[src/rtl/wb_master_pipelined.sv]
// wb_master_pipelined: Wishbone B4 pipelined master with bounded outstanding requests and in-order responses
module wb_master_pipelined #(
  parameter int adr_width       = 16,
  parameter int dat_width       = 16,
  parameter int max_outstanding = 4
) (
  input  logic                 clk,
  input  logic                 rst_n,
  input  logic                 cmd_valid,
  output logic                 cmd_ready,
  input  logic                 cmd_we,
  input  logic [adr_width-1:0] cmd_adr,
  input  logic [dat_width-1:0] cmd_dat,
  input  logic                 cmd_last,
  output logic                 rsp_valid,
  output logic [dat_width-1:0] rsp_dat,
  output logic                 rsp_err,
  output logic                 spurious_ack,
  output logic [adr_width-1:0] wb_adr_o,
  output logic [dat_width-1:0] wb_dat_o,
  output logic                 wb_we_o,
  output logic                 wb_cyc_o,
  output logic                 wb_stb_o,
  input  logic [dat_width-1:0] wb_dat_i,
  input  logic                 wb_ack_i,
  input  logic                 wb_err_i,
  input  logic                 wb_stall_i
);
  typedef enum logic [1:0] {IDLE, BUS, DRAIN} state_t;
  state_t state;
  logic [3:0] cnt, cnt_n;
  logic [max_outstanding-1:0] weq, weq_n;
  logic rdy_en, issue, hit, ack_ok, accept;
  assign issue  = wb_stb_o & ~wb_stall_i;
  assign hit    = wb_ack_i | wb_err_i;
  assign ack_ok = hit & (cnt != 4'd0);
  assign cnt_n  = cnt + {3'd0, issue} - {3'd0, ack_ok};
  assign cmd_ready = rdy_en & (state != DRAIN) & (~wb_stb_o | ~wb_stall_i) &
                     (({1'b0, cnt} + {4'd0, issue}) < 5'(max_outstanding));
  assign accept = cmd_valid & cmd_ready;
  // we-bit queue with the oldest request at bit 0; the new entry lands after the survivors
  always_comb begin
    weq_n = ack_ok ? weq >> 1 : weq;
    for (int i = 0; i < max_outstanding; i++)
      if (issue && 4'(i) == cnt - {3'd0, ack_ok}) weq_n[i] = wb_we_o;
  end
  always_ff @(posedge clk or negedge rst_n) begin
    if (!rst_n) begin
      state        <= IDLE;
      cnt          <= '0;
      weq          <= '0;
      rdy_en       <= 1'b0;
      rsp_valid    <= 1'b0;
      rsp_dat      <= '0;
      rsp_err      <= 1'b0;
      spurious_ack <= 1'b0;
      wb_adr_o     <= '0;
      wb_dat_o     <= '0;
      wb_we_o      <= 1'b0;
      wb_cyc_o     <= 1'b0;
      wb_stb_o     <= 1'b0;
    end else begin
      rdy_en       <= 1'b1;
      cnt          <= cnt_n;
      weq          <= weq_n;
      rsp_valid    <= ack_ok;
      rsp_err      <= ack_ok & wb_err_i;
      rsp_dat      <= (ack_ok & ~weq[0]) ? wb_dat_i : '0;
      spurious_ack <= spurious_ack | (hit & (cnt == 4'd0));
      if (accept) begin
        wb_cyc_o <= 1'b1;
        wb_stb_o <= 1'b1;
        wb_adr_o <= cmd_adr;
        wb_we_o  <= cmd_we;
        wb_dat_o <= cmd_we ? cmd_dat : '0;
        state    <= cmd_last ? DRAIN : BUS;
      end else if (issue) wb_stb_o <= 1'b0;
      if (state == DRAIN && !wb_stb_o && cnt_n == 4'd0) begin
        wb_cyc_o <= 1'b0;
        state    <= IDLE;
      end
    end
  end
endmodule

[config.mk]
export PLATFORM = sky130hd
export DESIGN_NAME = wb_master_pipelined
export DESIGN_NICKNAME = d
export VERILOG_FILES = /design/src/rtl/wb_master_pipelined.sv
export SDC_FILE = /design/constraint.sdc
export NUM_CORES = 1
export LEC_CHECK = 0
export ABC_AREA = 0
export BUFFER_PORTS_ARGS = -buffer_cell sky130_fd_sc_hd__buf_2
export CELL_PAD_IN_SITES_DETAIL_PLACEMENT = 2
export CELL_PAD_IN_SITES_GLOBAL_PLACEMENT = 2
export CORE_ASPECT_RATIO = 0.7
export CORE_UTILIZATION = 27
export CTS_CLUSTER_SIZE = 8
export DETAILED_ROUTE_END_ITERATION = 10
export HOLD_SLACK_MARGIN = 0.06
export MAX_ROUTING_LAYER = met4
export PLACE_DENSITY = 0.87
export RECOVER_POWER = 50
export SLEW_MARGIN = 20
export SYNTH_ARGS = -nofsm -noshare
export SYNTH_HDL_FRONTEND = slang
export SYNTH_SLANG_ARGS = --single-unit
[constraint.sdc]
create_clock -name clk -period 2.95 [get_ports clk]
set_input_delay 0.59 -clock clk [delete_from_list [all_inputs] [get_ports clk]]
set_output_delay 0.59 -clock clk [all_outputs]
set_load 0.01 [all_outputs]
==> key figures <==
Clock tree
  • Post-CTS Hold Buffers: 0
  • Clk slew on worst S/H paths: 0.05 ns
  • Clock Sinks: 65
  • H-tree Lvls: 3
  • CTS tree: yes
  • Clock buffer depth: 2
  • Root buf cell: clkbuf_16
  • Worst skew pair latency: 0.33 ns
  • Num CTS Buffers: 9

Synth
  • Area contributors post-synth: dfrtp_1 (58%), mux2_4 (5.4%), and2_1 (3.6%), ha_1 (3.6%), nand3_1 (3.6%)
  • Share of the synthesized area in the top cell type: 58.01%
  • Sequential area share after synthesis: 58.01%
  • Post-synth EDFFs: 0
  • Syn Inst Count: 230
  • Register bit total from synthesis: 65
  • Ys async rst share: 100.0%
  • Dominant cell type by area after synthesis: dfrtp_1
  • Synthesized cell area: 0.002804 mm2
  • Top post-synthesis cells by count: dfrtp_1 (65), inv_1 (22), nand3_1 (20), o21ai_0 (20), and2_1 (16)
  • Post-synthesis area per instance: 12.19 um2
  • Ys Warns: 0
  • Top FF cell, synth: dfrtp_1
  • Distinct cells, synth: 40
  • Net count after synthesis: 295
  • Most frequent cell after synthesis: dfrtp_1

Power and ir drop
  • Peak VDD IR: 0.0003487 V
  • Power per cell area: 1043 mW/mm2
  • Leakage: 1.888 nW

Die
  • I/O pins: 111
  • Die Height: 87.26 um
  • Starting density of the core: 28.40%
  • Die Wd: 123.8 um
  • Area of the core: 0.009872 mm2
  • Row cnt: 30
  • Die area: 0.01080 mm2

Worst hold path
  • Hold path startpoint: cmd_last
  • Worst min path class: input port to flop

Drt
  • Detail Route Antenna Nets: 0
  • Routed wire per std cell: 17.01 um
  • TritonRoute pass-1 iters: 4
  • Initial drt markers: 44
  • Via Count: 2,217
  • DRC errors left: 0
  • Wirelength, routed: 8336 um
  • Via density: 4.524

Global route
  • First-pass GRT wire length: 13,120 um
  • Met1 Use GR: 19.15%
  • GRT met2 Usage: 29.60%
  • Largest net degree at the start of global routing: 40
  • Grt ovf: 0
  • GR Util All Layers: 17.24%
  • GRT met3 Usage: 5.105%
  • Vias in the first global route: 2,553
  • Most used routing layer: met2
  • Antenna violations before repair: 1

Flow run
  • MaxCap Viol Count: 1

Worst setup path
  • RR Startpoint: cnt[2]
  • WP data required: 3.16 ns
  • CP startpoint kind: flop
  • CP max-delay cell: or4_1
  • WS Path Type: flop to flop
  • CP Cell Sequence: inv_2 > ha_4 > nor3b_4 > or2_4 > inv_4 > xnor2_2 > ha_2 > fa_1 > or4_1 > or3_4 > a22o_1
  • Critical path origin: cnt[2]
  • Crit-path max FO: 2
  • CP arrival: 3.17 ns
  • Critical Path End Type: flop
  • CP max stage delay: 0.48 ns

Layout
  • Final Core Density: 38.91%
  • Total Nets Final: 421
  • Final cell count without fillers: 490
  • Design area: 0.003841 mm2
  • Layout cell share with drive strength beyond 1: 39.06%
  • Area grow syn2layout: 36.99%

STA
  • Final WS setup: -0.005018 ns
  • Final TNS setup: -0.005018 ns
  • Final Hold Vio Count: 0
  • Final min period: 2.955 ns
  • Relative slew slack: 0.1278%
  • # setup viols final: 1
  • RSZ-0062 raised after global routing: yes
  • Setup Skew: 0.005339 ns
  • Max-slew violations: 0
  • Slew @ Worst Pin: 1.498 ns
  • WHS: 0.4641 ns
  • Final Cycle Share: 100.2%
  • Achievable frequency: 0.3384 GHz

Status
  • Failing checks: max-capacitance violations, negative setup slack
  • Status: finished, violations left

Placed design
  • HPWL after detailed placement: 6274 um
  • Placed insts: 469
  • Placer Congestion: 0.7924
  • Port bufs: 110
  • Area after DPL: 0.003556 mm2
path summary, 6_finish.rpt:
| kind | slack (ns) | cells after the start | end |
|---|---|---|---|
| hold reg to reg | 0.48 | 1 | spurious_ack |
| min in group asynchronous | 0.62 | 1 | wb_adr_o[14] |
| setup reg to reg | -0.005 | 11 | state[1] |
| setup / recovery | -0.005 | 11 | state[1] |
| hold / removal | 0.46 | 2 | state[0] |
| max in group asynchronous | 0.61 | 2 | wb_adr_o[9] |
critical path: cells and delay by family, from the launching register on:
family                   cells  cell delay [ns]
flip-flops                   1             0.38
AND/OR/NAND/NOR              4             1.21
XOR/XNOR                     1             0.11
buffers and inverters        2             0.15
AO/OA/AOI/OAI                1             0.19
adder cells (fa/ha/maj)      3             0.81
flip-flops by register name, indices dropped and copies added (netlist names):
name and flops:
rsp_valid 1, wb_stb_o 1, wb_adr_o 16, cnt 4
rdy_en 1, rsp_err 1, wb_dat_o 16, wb_we_o 1
wb_cyc_o 1, spurious_ack 1, weq 4, state 2
rsp_dat 16
layer usage:
layer / vias to the layer above / wire length (um)
li1: 1019 / -
met3: 7 / 435
met5: - / 0
met4: 0 / 55
met2: 65 / 4375
met1: 1126 / 3470
power by group:
group	internal [mW]	switching (mW)	leakage (nW)	total [mW]
combinational	0.724	0.824	0.941	1.55
sequential	1.23	0.184	0.804	1.41
clock	0.675	0.373	0.144	1.05
cell families (layout without fill, tap and decap cells):
| family | count (synthesis) | count (layout) | share of synthesized area (%) |
|---|---|---|---|
| AOI/OAI and AO/OA | 30 | 30 | 6.203 |
| xor gates and xnor gates | 5 | 5 | 1.562 |
| adders and majority gates | 9 | 9 | 4.284 |
| buffers and inverters | 33 | 164 | 6.425 |
| DFF | 65 | 65 | 58.01 |
| muxes | 23 | 23 | 10.26 |
| other | 1 | 2 | 0.1337 |
| and+or+nand+nor | 64 | 64 | 13.12 |
cell type report:
class / instances / area, um2
fill: 1063 / 6031
sequential: 65 / 1627
multi-input combinational: 132 / 1039
timing repair buffer: 126 / 638.1
clock buffer: 13 / 250.2
tap: 128 / 160.2
inverter: 22 / 85.08
clock inverter: 3 / 40.04
antenna: 1 / 2.502
cell usage in the layout, fill, tap and decap left out, types with 2 or more instances in the layout:
master,count
a21oi_1,2
and2_1,16
buf_2,86
buf_4,15
clkbuf_1,27
clkbuf_16,9
clkinv_2,2
dfrtp_1,65
ha_1,6
inv_1,19
inv_2,2
mux2_2,5
mux2_4,10
mux2i_1,7
nand2_1,5
nand2b_1,4
nand3_1,20
nand4b_1,2
nor2_1,5
nor2b_1,3
o21a_1,2
o21ai_0,20
or4_1,2
xnor2_1,3
stage by stage:
step	worst slack (ns)	total power, mW
global route	-0.09290	4.270
floorplan	-0.09891	2.277
global placement	-0.06982	2.803
finish	-0.005018	4.005
CTS	-0.03335	4.049
detailed placement	-0.1956	2.941
timing repair:
action                                  CTS  global route
resized for setup                         3             0
pin swaps                                 4             1
buffers inserted                          1             3
endpoints found under the hold margin     0             0
endpoints found under the setup margin    2             2
Power figures use the tool's default switching activity.
